$ cat src/rtl/inst_fetch_queue_if.sv
// Fetch-queue bus bundle: instruction-memory request/response channel plus
// the decode-side outputs and the stall/kill/redirect controls.
// master = fetch queue, slave = environment (memory model + decode stage).
interface inst_fetch_queue_if;
    // instruction memory channel
    logic        imem_req_o;
    logic [31:0] imem_addr_o;
    logic        imem_gnt_i;
    logic        imem_rvalid_i;
    logic [31:0] imem_rdata_i;
    // decode-stage controls
    logic        stall_IF;
    logic        kill_IF;
    logic [31:0] redirect_pc_i;
    // decode-stage instruction
    logic [31:0] inst1_o;
    logic [31:0] pc1_o;
    logic        inst1_valid_o;

    modport master (
        output imem_req_o, imem_addr_o, inst1_o, pc1_o, inst1_valid_o,
        input  imem_gnt_i, imem_rvalid_i, imem_rdata_i,
        input  stall_IF, kill_IF, redirect_pc_i
    );

    modport slave (
        input  imem_req_o, imem_addr_o, inst1_o, pc1_o, inst1_valid_o,
        output imem_gnt_i, imem_rvalid_i, imem_rdata_i,
        output stall_IF, kill_IF, redirect_pc_i
    );
endinterface

$ cat src/rtl/inst_fetch_queue.sv
// Purpose: instruction fetch unit with a DEPTH-entry {inst, pc} queue feeding decode.
// Latency: grant -> inst1_o is 2 cycles minimum (response cycle + registered queue write).
// Backpressure: requests stop once queued + live outstanding reach DEPTH; stall_IF holds the head.
// Ports: clk_i / reset_ni (async active-low); bus (master modport) carries the
// imem req/gnt/rvalid channel, stall/kill/redirect controls and inst1/pc1/valid outputs.
module inst_fetch_queue #(
    parameter int          DEPTH    = 4,
    parameter logic [31:0] RESET_PC = 32'h0000_0000,
    parameter logic [31:0] NOP_INST = 32'h0000_0013
) (
    input  logic               clk_i,
    input  logic               reset_ni,
    inst_fetch_queue_if.master bus
);
    localparam int AW = (DEPTH > 1) ? $clog2(DEPTH) : 1;
    // Counters get two spare bits: inflight also counts responses that are
    // doomed to be dropped, so it can exceed DEPTH after a kill.
    localparam int            CW      = AW + 2;
    localparam logic [CW-1:0] DEPTH_C = CW'(DEPTH);

    logic [31:0]   pc_q;
    logic [31:0]   inst_mem [DEPTH];
    logic [31:0]   pc_mem   [DEPTH];
    logic [31:0]   tag_mem  [DEPTH];
    logic [AW-1:0] head_q, tail_q, tag_rd_q, tag_wr_q;
    logic [CW-1:0] count_q, inflight_q, drop_q;

    logic          req, accept, resp, drop_resp, enq, deq, kill;
    logic [CW:0]   live;
    logic [CW-1:0] acc_inc, resp_dec;

    assign kill = bus.kill_IF;

    always_comb begin
        // Entries already queued plus live (non-dropped) outstanding requests;
        // each live request owns a reserved slot, so enqueue never overflows.
        live      = {1'b0, count_q} + {1'b0, inflight_q} - {1'b0, drop_q};
        req       = reset_ni & ~kill & (live < {1'b0, DEPTH_C});
        accept    = req & bus.imem_gnt_i;
        // A response with nothing outstanding (e.g. left over from before reset) is ignored.
        resp      = bus.imem_rvalid_i & (inflight_q != '0);
        drop_resp = resp & (drop_q != '0);
        enq       = resp & ~drop_resp & ~kill;
        deq       = (count_q != '0) & ~bus.stall_IF & ~kill;
        acc_inc   = {{(CW-1){1'b0}}, accept};
        resp_dec  = {{(CW-1){1'b0}}, resp};
    end

    assign bus.imem_req_o    = req;
    assign bus.imem_addr_o   = pc_q;
    assign bus.inst1_valid_o = (count_q != '0);
    assign bus.inst1_o       = (count_q != '0) ? inst_mem[head_q] : NOP_INST;
    assign bus.pc1_o         = (count_q != '0) ? pc_mem[head_q]   : 32'h0;

    always_ff @(posedge clk_i or negedge reset_ni) begin
        if (!reset_ni) begin
            pc_q       <= RESET_PC;
            head_q     <= '0;
            tail_q     <= '0;
            tag_rd_q   <= '0;
            tag_wr_q   <= '0;
            count_q    <= '0;
            inflight_q <= '0;
            drop_q     <= '0;
            for (int i = 0; i < DEPTH; i++) tag_mem[i] <= '0;
        end else if (kill) begin
            // Every request still outstanding after this cycle was issued
            // before the kill, so all of them must be discarded on return.
            pc_q       <= bus.redirect_pc_i;
            head_q     <= '0;
            tail_q     <= '0;
            tag_rd_q   <= '0;
            tag_wr_q   <= '0;
            count_q    <= '0;
            inflight_q <= inflight_q - resp_dec;
            drop_q     <= inflight_q - resp_dec;
        end else begin
            inflight_q <= inflight_q + acc_inc - resp_dec;
            if (accept) begin
                pc_q              <= pc_q + 32'd4;
                tag_mem[tag_wr_q] <= pc_q;
                tag_wr_q          <= tag_wr_q + AW'(1);
            end
            if (drop_resp) drop_q <= drop_q - CW'(1);
            if (enq) begin
                tail_q   <= tail_q + AW'(1);
                tag_rd_q <= tag_rd_q + AW'(1);
            end
            if (deq) head_q <= head_q + AW'(1);
            count_q <= count_q + {{(CW-1){1'b0}}, enq} - {{(CW-1){1'b0}}, deq};
        end
    end

    // Queue storage needs no reset: it is only observed when count_q > 0.
    always_ff @(posedge clk_i) begin
        if (enq) begin
            inst_mem[tail_q] <= bus.imem_rdata_i;
            pc_mem[tail_q]   <= tag_mem[tag_rd_q];
        end
    end

    assert property (@(posedge clk_i) disable iff (!reset_ni) !(enq && (count_q == DEPTH_C)));
endmodule
$ cat src/flat_wrapper.sv
// flat-port wrapper written by rule: the top's interface ports become plain ports
module inst_fetch_queue_flat 
#(
    parameter int          DEPTH    = 4,
    parameter logic [31:0] RESET_PC = 32'h0000_0000,
    parameter logic [31:0] NOP_INST = 32'h0000_0013
)
  (clk_i, reset_ni, bus_imem_req_o, bus_imem_addr_o, bus_inst1_o, bus_pc1_o, bus_inst1_valid_o, bus_imem_gnt_i, bus_imem_rvalid_i, bus_imem_rdata_i, bus_stall_IF, bus_kill_IF, bus_redirect_pc_i);
  inst_fetch_queue_if bus_i ();
  input  logic clk_i;
  input  logic reset_ni;
  output wire logic [$bits(bus_i.imem_req_o)-1:0] bus_imem_req_o;
  output wire logic [$bits(bus_i.imem_addr_o)-1:0] bus_imem_addr_o;
  output wire logic [$bits(bus_i.inst1_o)-1:0] bus_inst1_o;
  output wire logic [$bits(bus_i.pc1_o)-1:0] bus_pc1_o;
  output wire logic [$bits(bus_i.inst1_valid_o)-1:0] bus_inst1_valid_o;
  input wire logic [$bits(bus_i.imem_gnt_i)-1:0] bus_imem_gnt_i;
  input wire logic [$bits(bus_i.imem_rvalid_i)-1:0] bus_imem_rvalid_i;
  input wire logic [$bits(bus_i.imem_rdata_i)-1:0] bus_imem_rdata_i;
  input wire logic [$bits(bus_i.stall_IF)-1:0] bus_stall_IF;
  input wire logic [$bits(bus_i.kill_IF)-1:0] bus_kill_IF;
  input wire logic [$bits(bus_i.redirect_pc_i)-1:0] bus_redirect_pc_i;
  assign bus_imem_req_o = bus_i.imem_req_o;
  assign bus_imem_addr_o = bus_i.imem_addr_o;
  assign bus_inst1_o = bus_i.inst1_o;
  assign bus_pc1_o = bus_i.pc1_o;
  assign bus_inst1_valid_o = bus_i.inst1_valid_o;
  assign bus_i.imem_gnt_i = bus_imem_gnt_i;
  assign bus_i.imem_rvalid_i = bus_imem_rvalid_i;
  assign bus_i.imem_rdata_i = bus_imem_rdata_i;
  assign bus_i.stall_IF = bus_stall_IF;
  assign bus_i.kill_IF = bus_kill_IF;
  assign bus_i.redirect_pc_i = bus_redirect_pc_i;
  inst_fetch_queue #(.DEPTH(DEPTH), .RESET_PC(RESET_PC), .NOP_INST(NOP_INST)) u_core (.clk_i(clk_i), .reset_ni(reset_ni), .bus(bus_i));
endmodule
$ cat config.mk
export PLATFORM = sky130hd
export DESIGN_NAME = inst_fetch_queue_flat
export DESIGN_NICKNAME = d
export VERILOG_FILES = /design/src/rtl/inst_fetch_queue_if.sv /design/src/rtl/inst_fetch_queue.sv /design/src/flat_wrapper.sv
export SDC_FILE = /design/constraint.sdc
export NUM_CORES = 1
export LEC_CHECK = 0
export ABC_AREA = 1
export CORE_MARGIN = 1
export CORE_UTILIZATION = 60
export DETAILED_ROUTE_END_ITERATION = 7
export PLACE_DENSITY = 0.8
export SLEW_MARGIN = 10
export SYNTH_ARGS = -nofsm -noshare
export SYNTH_HDL_FRONTEND = slang
export SYNTH_SLANG_ARGS = --single-unit
$ cat constraint.sdc
create_clock -name clk_i -period 8.8 [get_ports clk_i]
set_input_delay 1.76 -clock clk_i [delete_from_list [all_inputs] [get_ports clk_i]]
set_output_delay 1.76 -clock clk_i [all_outputs]
set_load 0.005 [all_outputs]
==> flow_metrics.env, run 1 <==
export IMPL_postSynthAreaPerCell_um2=9.962
export IMPL_grt_pass1_vias=14150
export IMPL_clock_latency_ns=0.53
export IMPL_grt_busiest_layer="met2"
export IMPL_worstHoldStart="u_core.tag_mem[24]"
export IMPL_rsz0062_at_grt="false"
export IMPL_tightest_slew_ns=1.154
export IMPL_drt_pass1_iter_count=6
export IMPL_path_class="reg2out"
export IMPL_crit_required_ns=7.04
export IMPL_finalClockSkew_ns=0.01165
export IMPL_n_antenna_cell=0
export IMPL_drv_slew=0
export IMPL_synth_most_common_cell="nor2_1"
export IMPL_synth_seq_cells=436
export IMPL_cts_inserted_buffers=44
export IMPL_wl_um=44700
export IMPL_layout_setup_ws_ns=3.439
export IMPL_critPathLaunchType="register"
export IMPL_ys_types=36
export IMPL_async_flop_share_pct=41.28
export IMPL_setup_violations=0
export IMPL_gr_total_overflow=0
export IMPL_start_util_pct=60.99
export IMPL_placed_area_mm2=0.02097
export IMPL_p_leak_nw=8.813
export IMPL_rrSetupSlack_ns=4.75
export IMPL_io_buffer_count=167
export IMPL_final_cells=2487
export IMPL_endpoint_kind="primary output"
export IMPL_dp_cells=2406
export IMPL_drc=0
export IMPL_initialDrtViolationCount=1372
export IMPL_fin_crit_sh_pct=60.92
export IMPL_drive_above_1_share_pct=5.324
export IMPL_r2r_start="u_core.drop_q[2]"
export IMPL_met1_usage_pct=38.41
export IMPL_wl_per_cell_um=17.97
export IMPL_chipHeight_um=181.1
export IMPL_vias=14510
export IMPL_gp_congestion=0.9026
export IMPL_status="finished clean"
export IMPL_grt_pass1_wl_um=72050
export IMPL_path_clk_slew_ns=0.06
export IMPL_track_usage_pct=27.40
export IMPL_syn_nets=2034
export IMPL_power_density_mw_per_mm2=293.2
export IMPL_crit_arrival_ns=3.60
export IMPL_met2_usage_pct=45.37
export IMPL_synth_edf_count=256
export IMPL_setup_tns_ns=0
export IMPL_synth_main_ff_cell="edfxtp_1"
export IMPL_core_area_mm2=0.03156
export IMPL_clock_sinks=436
export IMPL_fin_total_pwr_mw=6.572
export IMPL_syn_cell_area_mm2=0.01925
export IMPL_ys_seq_area_share_pct=63.35
export IMPL_synthTopCellsByArea="edfxtp_1, dfrtp_1, nor2_1"
export IMPL_finalCriticalPeriod_ns=5.361
export IMPL_hp_class="reg2reg"
export IMPL_worst_r2r_endpoint="u_core.inflight_q[2]"
export IMPL_ir_worst_vdd_v=0.0001831
export IMPL_cp_max_fo=109
export IMPL_io_pins=168
export IMPL_hpwl_um=25780
export IMPL_area_growth_pct=16.46
export IMPL_cts_root_buf="clkbuf_16"
export IMPL_vias_per_cell=5.836
export IMPL_fin_nets=2152
export IMPL_worstRegToRegCells=13
export IMPL_synth_top_area_cell="edfxtp_1"
export IMPL_drv_cap=0
export IMPL_synthCells=1932
export IMPL_hold_end="u_core.tag_mem[24]"
export IMPL_synth_top_cell_area_share_pct=39.94
export IMPL_clk_path_buf_depth=3
export IMPL_fin_area_mm2=0.02241
export IMPL_cts_resized_gates=0
export IMPL_fmax_mhz=186.5
export IMPL_holdPathStages=2
export IMPL_ys_top_cells_by_count="nor2_1, nand2_1, edfxtp_1"
export IMPL_antenna_found_initial=0
export IMPL_grt_start_max_net_pins=110
export IMPL_dieArea_mm2=0.03280
export IMPL_htreeDepth=2
export IMPL_fp_dieW_um=181.1
export IMPL_max_slew_margin_rel_pct=22.99
export IMPL_hold_buffers=0
export IMPL_use_met3_pct=4.213
export IMPL_num_rows=65
export IMPL_synth_warnings=0
export IMPL_tritoncts="yes"
export IMPL_final_antenna_net_count=0
export IMPL_pre_cts_ws_ns=3.638
export IMPL_hold_viol_final=0
export IMPL_postCtsSetupRepairBufs=0
[logic make-up (layout without fill, tap and decap cells)]
group / after synthesis / in the layout / synth area share (%)
AO/OA/AOI/OAI: 453 / 453 / 12.22
XOR/XNOR: 11 / 11 / 0.5006
buffers and inverters: 192 / 345 / 4.707
flip-flops: 436 / 436 / 63.35
AND/OR/NAND/NOR: 808 / 808 / 16.95
adder cells (fa/ha/maj): 32 / 32 / 2.275
[state kept, by name, summed over array words and instances, names as in the netlist]
register                flops
u_core.drop_q               4
u_core.bus.imem_addr_o     32
u_core.tag_mem            128
u_core.inflight_q           4
u_core.tag_rd_q             2
u_core.count_q              4
u_core.tail_q               2
u_core.pc_mem             128
u_core.inst_mem           128
u_core.tag_wr_q             2
u_core.head_q               2
[worst max-delay path, stage by stage, from the launching register on]
cell,delay (ns)
dfrtp_4,0.74
inv_2,0.40
buf_4,0.80
o21ai_0,0.23
a21oi_1,0.24
clkdlybuf4s50_1,0.56
[final cells by class]
type                    instances  area (um2)
flip-flops and latches        436       12200
multi-input cells            1304        6186
inverters                      83       312.8
well taps                     402       503.0
repair buffers                181        1773
fillers                      2220        9141
clock inverters                14       143.9
clock buffers                  67        1299
[per-layer routing]
| metal | vias to the layer above | wire length (um) |
|---|---|---|
| met5 | - | 0 |
| met4 | 0 | 723 |
| met3 | 60 | 3505 |
| met2 | 641 | 21400 |
| met1 | 7016 | 19070 |
| li1 | 6796 | - |
[report_power, final]
part           switching [mW]  leakage, nW  internal [mW]
Clock                   0.753        0.710           1.08
Sequential              0.208         4.72           2.46
Combinational            1.22         3.38          0.849
Total                    2.18         8.81           4.40
[cell usage in the layout, fill, tap and decap left out, types with 3 or more instances in the layout]
cell type,n
buf_4,14
o21ai_1,124
ha_1,27
clkdlybuf4s50_1,165
o311ai_0,3
nand4_4,4
o22ai_1,32
nand4_1,5
edfxtp_1,256
o21ai_2,6
clkinv_2,6
inv_1,79
nand3_1,79
nor2_4,6
clkbuf_1,13
inv_2,3
nand2_1,328
a21oi_1,68
xor2_1,9
clkbuf_16,45
fa_1,5
o21ai_0,216
clkbuf_8,9
dfrtp_1,178
nor2_1,378
[stage by stage]
step                utilization (%)  hold slack, ns
floorplan                         -          0.4535
CTS                           71.03          0.4847
global route                  71.03          0.5015
global placement              66.46          0.4663
detailed placement            66.46          0.4727
finish                        71.03          0.4836
[worst max-delay path by stage]
stage / slack [ns] / endpoint / startpoint
after floorplan: 3.39 / u_core.inst_mem[0][0] / bus_imem_rvalid_i
after global placement: 3.62 / bus_imem_req_o / reset_ni
after detailed placement: 3.64 / bus_imem_req_o / reset_ni
after CTS: 3.44 / bus_pc1_o[10] / u_core.head_q[0]
after global routing: 3.16 / bus_pc1_o[17] / u_core.head_q[0]
final: 3.44 / bus_inst1_o[3] / u_core.head_q[0]
Power figures use the tool's default switching activity.
==> run 2, diff against run 1 <==
Settings changed: CORE_UTILIZATION 60 to 58, PLACE_DENSITY 0.8 to 0.78.
Clock period 8.8 ns to 5.4 ns, I/O delays scaled along.
==> run 2 against run 1 <==
Compared with the run above: hold slack got worse by 0.041 ns; clock power increased by 57%; clock skew grew 0.0093 ns; die area up 3.4%; sequential share of layout area fell by 0.076 points; worst setup slack worse by 2.4 ns; combinational power increased by 66%; cell count increased by 1.6%; utilization shrank 2.2 points; sequential cell count did not move; final area rose by 0.14%; non-clock buffer count grew 3; critical endpoint is now bus_pc1_o[25].
==> flow_metrics.env, run 2 (synthesis gave the netlist of run 1 again) <==
export IMPL_status="finished clean"
export IMPL_ir_worst_vdd_v=0.0003560
export IMPL_r2r_start="u_core.drop_q[2]"
export IMPL_worstRegToRegCells=13
export IMPL_max_slew_margin_rel_pct=19.47
export IMPL_fmax_mhz=230.1
export IMPL_cts_resized_gates=0
export IMPL_gr_total_overflow=0
export IMPL_htreeDepth=2
export IMPL_initialDrtViolationCount=1394
export IMPL_crit_path_end="bus_pc1_o[25]"
export IMPL_cts_root_buf="clkbuf_16"
export IMPL_fin_total_pwr_mw=10.63
export IMPL_setup_violations=0
export IMPL_path_class="reg2out"
export IMPL_clk_path_buf_depth=3
export IMPL_cts_inserted_buffers=44
export IMPL_drive_above_1_share_pct=5.321
export IMPL_p_leak_nw=8.806
export IMPL_chipHeight_um=184.2
export IMPL_n_antenna_cell=0
export IMPL_clock_sinks=436
export IMPL_hp_class="in2async"
export IMPL_drv_slew=0
export IMPL_final_cell_mix="nor2_1, nand2_1, edfxtp_1"
export IMPL_grt_start_max_net_pins=101
export IMPL_crit_arrival_ns=3.27
export IMPL_io_pins=168
export IMPL_vias_per_cell=5.693
export IMPL_rsz0062_at_grt="false"
export IMPL_crit_path_cell_trace="buf_4 -> nor2_1 -> nor2_1 -> o21ai_0 -> a21oi_1 -> clkdlybuf4s50_1"
export IMPL_finalCriticalPeriod_ns=4.345
export IMPL_vias=14390
export IMPL_worst_r2r_endpoint="u_core.inflight_q[2]"
export IMPL_setup_tns_ns=0
export IMPL_grt_pass1_vias=14080
export IMPL_rrSetupSlack_ns=1.39
export IMPL_layout_commonest_cell="nor2_1"
export IMPL_antenna_found_initial=0
export IMPL_timing_critical_path_slowest_stage_cell="buf_4"
export IMPL_start_util_pct=59.00
export IMPL_tightest_slew_ns=1.207
export IMPL_area_growth_pct=16.62
export IMPL_grt_pass1_wl_um=72270
export IMPL_hold_buffers=0
export IMPL_path_clk_slew_ns=0.06
export IMPL_cp_max_fo=100
export IMPL_fin_crit_sh_pct=80.47
export IMPL_io_buffer_count=167
export IMPL_track_usage_pct=27.02
export IMPL_clock_latency_ns=0.54
export IMPL_power_density_mw_per_mm2=473.6
export IMPL_endpoint_kind="primary output"
export IMPL_crit_required_ns=4.32
export IMPL_fin_nets=2155
export IMPL_drv_cap=0
export IMPL_critPathLaunchType="register"
export IMPL_postCtsSetupRepairBufs=0
export IMPL_tritoncts="yes"
export IMPL_hpwl_um=26650
export IMPL_hold_viol_final=0
export IMPL_wl_per_cell_um=17.77
export IMPL_fp_dieW_um=184.2
export IMPL_gp_congestion=0.8977
export IMPL_final_antenna_net_count=0
export IMPL_finalClockSkew_ns=0.02091
export IMPL_reg_largest_list="u_core.inst_mem x128, u_core.pc_mem x128, u_core.tag_mem x128"
export IMPL_drc=0
export IMPL_cpPeakStageDelay_ns=0.85
export IMPL_dieArea_mm2=0.03391
export IMPL_num_rows=66
export IMPL_critPathLaunch="u_core.head_q[0]"
export IMPL_core_area_mm2=0.03262
export IMPL_drt_pass1_iter_count=6
export IMPL_wl_um=44920
export IMPL_worst_path_most_repeated_cell="nor2_1"
run 2: cell count changes in the layout (fill, tap and decap cells not counted), sizes merged:
cell    previous run  this run
buf               16        19
bufinv             2         1
clkbuf            67        64
clkinv            11        14
inv               84        83
run 2: worst min path at each step:
| stage | start | end | slack (ns) | cells after the start |
|---|---|---|---|---|
| floorplan | u_core.tag_mem[32] | u_core.tag_mem[32] | 0.45 | 2 |
| finish | reset_ni | u_core.bus.imem_addr_o[27] | 0.44 | 1 |
| global route | reset_ni | u_core.bus.imem_addr_o[25] | 0.46 | 1 |
| CTS | reset_ni | u_core.bus.imem_addr_o[25] | 0.44 | 1 |
| global placement | u_core.tag_mem[34] | u_core.tag_mem[34] | 0.47 | 2 |
| detailed placement | u_core.tag_mem[70] | u_core.tag_mem[70] | 0.47 | 2 |
run 2: layout make-up:
cell class / instances / area (um2)
multi-input cells: 1304 / 6186
clock buffers: 64 / 1247
fillers: 2408 / 10170
inverters: 83 / 312.8
flip-flops and latches: 436 / 12200
clock inverters: 15 / 116.4
well taps: 442 / 553.0
repair buffers: 184 / 1833
run 2: metrics by stage:
stage	area [um2]	hold WS (ns)	util [%]	worst slack, ns	instances
CTS	22450	0.4406	68.81	1.047	2528
detailed placement	21080	0.4724	64.63	1.333	2449
global placement	21080	0.4659	64.63	1.372	2449
floorplan	19250	0.4535	-	0.6686	1932
finish	22450	0.4426	68.81	1.055	2528
global route	22450	0.4568	68.81	0.8454	2528
run 2: power by group:
group	internal (mW)	switching (mW)
Combinational	1.41	2.03
Clock	1.65	1.21
Sequential	4.02	0.308
run 2: worst max-delay path, delay by kind of cell, from the launching register on:
family | cells | cell delay (ns)
AND/OR/NAND/NOR | 2 | 0.27
flip-flops | 1 | 0.64
AO/OA/AOI/OAI | 2 | 0.32
buffers and inverters | 2 | 1.37
run 2: routing by layer:
layer	wire, um	global-route usage, %	vias to the layer above
met5	0	0	-
met4	767	6.567	0
met3	3698	4.782	55
met2	21260	44.55	567
met1	19200	37.45	6962
li1	-	-	6809
==> edit 1: new RTL, settings of run 2 <==
`NOP_INST` is set to 32'h0000_0013 in 2 places; all go to 32'h00000012.
--- a/src/rtl/inst_fetch_queue.sv
+++ b/src/rtl/inst_fetch_queue.sv
@@ -6,7 +6,7 @@
 module inst_fetch_queue #(
     parameter int          DEPTH    = 4,
     parameter logic [31:0] RESET_PC = 32'h0000_0000,
-    parameter logic [31:0] NOP_INST = 32'h0000_0013
+    parameter logic [31:0] NOP_INST = 32'h00000012
 ) (
     input  logic               clk_i,
     input  logic               reset_ni,
--- a/src/flat_wrapper.sv
+++ b/src/flat_wrapper.sv
@@ -3,7 +3,7 @@
 #(
     parameter int          DEPTH    = 4,
     parameter logic [31:0] RESET_PC = 32'h0000_0000,
-    parameter logic [31:0] NOP_INST = 32'h0000_0013
+    parameter logic [31:0] NOP_INST = 32'h00000012
 )
   (clk_i, reset_ni, bus_imem_req_o, bus_imem_addr_o, bus_inst1_o, bus_pc1_o, bus_inst1_valid_o, bus_imem_gnt_i, bus_imem_rvalid_i, bus_imem_rdata_i, bus_stall_IF, bus_kill_IF, bus_redirect_pc_i);
   inst_fetch_queue_if bus_i ();
Check against the original RTL: not equivalent (a bounded check fails within 4 cycles, from zero or initial values and one cycle with reset_ni low).
==> edit 1 against run 2 <==
  * Core utilization decreased by 0.55 points
  * Sequential cell count unchanged
  * Wire length increased by 5.8%
  * Critical path type unchanged
  * Power increased by 2.7%
  * Setup slack got worse by 0.15 ns
  * Largest cell class unchanged
  * Largest power group unchanged
  * Register-to-register slack improved by 0.58 ns
  * Cell area increased by 2.0%
  * Area after synthesis increased by 2.7%
==> edit 1: results <==
[pwr]
leakagePower_nw = 9.53
vdd_drop_max_v = 0.000425

[status]
status = "completed"

[detailed_routing]
wl_met3_microns = 4120
avgRoutedWirePerCell_microns = 17.9
met1_length_microns = 20300
drtIter0Drc = 1407
dr.max_layer_used = "met4"
first_pass_iters = 5
wl_met2_microns = 22400
num_vias = 15206
routed_wl_microns = 47500

[worst_setup_path]
cp_max_fo = 129
cp.arrival_ns = 3.42
max_stage_delay_ns = 0.86
reg2reg_slack_ns = 1.97
reg2reg_depth = 12
rr_endpoint = "u_core.tag_mem[39]$_DFFE_PN0P_"

[cells_and_area]
nets = 2267
largestRegisters = "u_core.inst_mem (128), u_core.pc_mem (128), u_core.tag_mem (128)"
drive_gt1_frac = 0.0486

[synth]
synth_commonest_cells = "460 x nand2_1, 396 x nor2_1, 256 x edfxtp_1"
ys_types = 28
synth.area.top_cells = "edfxtp_1 39%, dfrtp_1 23%, nand2_1 8.7%"
synth_mux_area_frac = 0
synth-compound-area-share = 0.0845
synthAdderAreaFrac = 0.0221
yosysSeqAreaShare = 0.617
avgSynthCellArea_sq_um = 9.47
synth_xor_area_frac = 0.00753

[placed_design]
placedCellCount = 2567
globalplace.congestion = 0.858
pre_cts_slack_ns = 1.50
hpwlAfterDp_microns = 26900
post_dp_cell_area_sq_um = 21500
portBuffers = 167

[clock_network]
cts_resized = 0
clockBufferDepth = 3
cts-root-buf = "clkbuf_16"

[grt]
met2_usage = 0.442
gr-usage-met1 = 0.384
grt_max_degree = 155
grt_first_pass_wirelength_microns = 76200
grt_util_met3 = 0.0434
grtUsageTotal = 0.271

[timing]
hold_ws_ns = 0.461
slew_headroom = 0.232
clock_skew_ns = 0.00987
==> edit 1: cell families (layout without fill, tap and decap cells) <==
| group | count (synthesis) | in the layout |
|---|---|---|
| AND/OR/NAND/NOR | 1070 | 1070 |
| flip-flops | 436 | 436 |
| AO/OA/AOI/OAI | 323 | 323 |
| buffers and inverters | 210 | 322 |
| adder cells (fa/ha/maj) | 32 | 32 |
| XOR/XNOR | 17 | 17 |
==> edit 1: area by class of cell <==
type	instances	area, sq um
fill	2536	10600
clock buffer	61	1230
multi-input combinational	1442	6660
tap	448	561
sequential	436	12200
timing repair buffer	186	1840
clock inverter	20	195
inverter	55	206
==> edit 1: where the power goes <==
group	switching (mW)	total, mW	internal [mW]
registers	0.476	4.52	4.05
clock network	1.23	2.97	1.74
logic	2.00	3.43	1.43
==> edit 1: worst register-to-register path, cell delays in order, from the launching register on <==
cell and delay, ns:
dfrtp_1 0.45, fa_1 0.55, inv_1 0.04, ha_1 0.32, nor2_1 0.12, nand2_1 0.06, nand2_1 0.07, nand3_1 0.13
nor3_4 0.22, buf_12 0.53, nand2_4 0.55, nand2_1 0.20, nand2_1 0.07
==> edit 1: worst max path at each step <==
stage | depth (start not counted) | start | slack (ns) | endpoint
floorplan | 6 | bus_imem_rvalid_i | 0.66 | u_core.inst_mem[0][0]$_DFFE_PP_
global placement | 5 | u_core.head_q[0]$_DFFE_PN0P_ | 1.59 | bus_pc1_o[22]
detailed placement | 5 | u_core.head_q[0]$_DFFE_PN0P_ | 1.50 | bus_pc1_o[13]
CTS | 5 | u_core.head_q[0]$_DFFE_PN0P_ | 0.86 | bus_pc1_o[22]
global route | 5 | u_core.head_q[0]$_DFFE_PN0P_ | 0.68 | bus_pc1_o[13]
finish | 5 | u_core.head_q[0]$_DFFE_PN0P_ | 0.90 | bus_pc1_o[22]
==> edit 2: new RTL, config.mk and constraints of run 2 <==
Without the edit above. Make the reset (`reset_ni`) synchronous in one clocked block. Comments in the files are not updated.
--- a/src/rtl/inst_fetch_queue.sv
+++ b/src/rtl/inst_fetch_queue.sv
@@ -52,7 +52,7 @@
     assign bus.inst1_o       = (count_q != '0) ? inst_mem[head_q] : NOP_INST;
     assign bus.pc1_o         = (count_q != '0) ? pc_mem[head_q]   : 32'h0;
 
-    always_ff @(posedge clk_i or negedge reset_ni) begin
+    always_ff @(posedge clk_i) begin
         if (!reset_ni) begin
             pc_q       <= RESET_PC;
             head_q     <= '0;
Function: differs if reset_ni is asserted again (counterexample within 4 cycles, from zero or initial values and one cycle with reset_ni low); with reset_ni held inactive, the same outputs for 4 cycles.
==> edit 2 against run 2 <==
  * Sequential share of layout area rose by 2.7 points
  * Core utilization rose by 1.4 points
  * Critical endpoint is now bus_inst1_o[0]
  * Wire length fell by 6.1%
  * Sequential cell count rose by 4
  * Cell area fell by 1.1%
  * Setup slack got worse by 0.020 ns
  * Area after synthesis fell by 2.8%
Power is not compared: it rests on default switching activity, and its combinational part moved more than twofold at a synthesized area within 25%.
==> edit 2: results <==
[clock_network]
cts_resized = 0
path_clk_slew_ns = 0.06
post_cts_buffers = 0
clockBufferDepth = 3
htree_levels = 2
clk_latency_ns = 0.54
cts_buffers = 44
cts-root-buf = "clkbuf_16"

[synth]
synthFlopType = "edfxtp_1"
ys_types = 39
synth_commonest_cells = "497 x nor2_1, 384 x edfxtp_1, 211 x o21ai_0"
synth_edf_count = 384
yosysSeqAreaShare = 0.676
synth_warnings = 0
synth.area.top_cells = "edfxtp_1 62%, nor2_1 10%, dfxtp_1 6.0%"
async_flop_share = 0
synth_nets = 1850

[worst_setup_path]
cp_max_fo = 70
critPathSlowestCell = "dfxtp_4"
max_stage_delay_ns = 0.76
cp.arrival_ns = 3.29

[detailed_routing]
vias_per_cell = 5.67
first_pass_iters = 8
routed_wl_microns = 42200
drtIter0Drc = 1222

[timing]
slew_headroom = 0.311
maxSlewViolCount = 0
clock_skew_ns = 0.0140

[cells_and_area]
drive_gt1_frac = 0.0606
nFillCells = 2157
nets = 1994
largestRegisters = "u_core.inst_mem (128), u_core.pc_mem (128), u_core.tag_mem (128)"
diodes = 0

[grt]
grt_pass1_vias = 13073
antenna_found_initial = 0
grt_first_pass_wirelength_microns = 67000
grtUsageTotal = 0.258
grt_max_degree = 80

[placed_design]
globalplace.congestion = 0.836
hpwlAfterDp_microns = 24700
portBuffers = 167
pre_cts_slack_ns = 1.04

[status]
status = "completed"

[pwr]
leakagePower_nw = 7.85

[min_path]
hold_path.class = "reg2reg"
-- edit 2: critical path, delay by kind of cell (launching register included) --
family | cells | cell delay [ns]
AOI/OAI and AO/OA | 1 | 0.52
buffers and inverters | 2 | 1.32
DFF | 1 | 0.76
and+or+nand+nor | 1 | 0.11
-- edit 2: logic make-up after synthesis --
logic type / count (synthesis) / share of synthesized area
fa+ha+maj: 28 / 0.0207
flops: 440 / 0.676
xor+xnor: 21 / 0.00983
compound gates: 360 / 0.102
buf+inv: 193 / 0.0405
simple gates: 710 / 0.151
-- edit 2: area by class of cell --
type	count	share of cell area
clock buffers	54	0.0527
multi-input cells	1119	0.240
flip-flops and latches	440	0.570
repair buffers	190	0.0842
well taps	402	0.0227
inverters	101	0.0172
clock inverters	27	0.0130
-- edit 2: path summary, 6_finish.rpt --
check,end,cells past startpoint,slack (ns),from
max reg2reg,u_core.tag_mem[1][21]$_SDFFCE_PN0P_,14,1.45,u_core.inflight_q[1]$_SDFF_PN0_
min,flop,2,0.46,u_core.head_q[1]$_SDFFE_PP0P_
min reg2reg,flop,2,0.46,u_core.head_q[1]$_SDFFE_PP0P_
max,bus_inst1_o[0],4,1.03,flop
-- edit 2: power breakdown --
group	total (mW)	internal (mW)	switching (mW)	leakage [nW]
Combinational	1.07	0.405	0.662	3.04
Clock	3.06	1.83	1.23	0.715
Sequential	4.00	3.92	0.0862	4.10
-- edit 2: routing by layer --
metal / GRT usage / up-vias / wire length, microns
li1: - / 6307 / -
met1: 0.345 / 6263 / 17600
met4: 0.0803 / 0 / 757
met5: 0 / - / 0
met3: 0.0349 / 63 / 3180
met2: 0.439 / 602 / 20700
-- edit 2: metrics by stage --
step	cells	cell area, sq um
floorplan	1752	18700
global placement	2252	20700
detailed placement	2252	20700
CTS	2333	22200
global route	2333	22200
finish	2333	22200
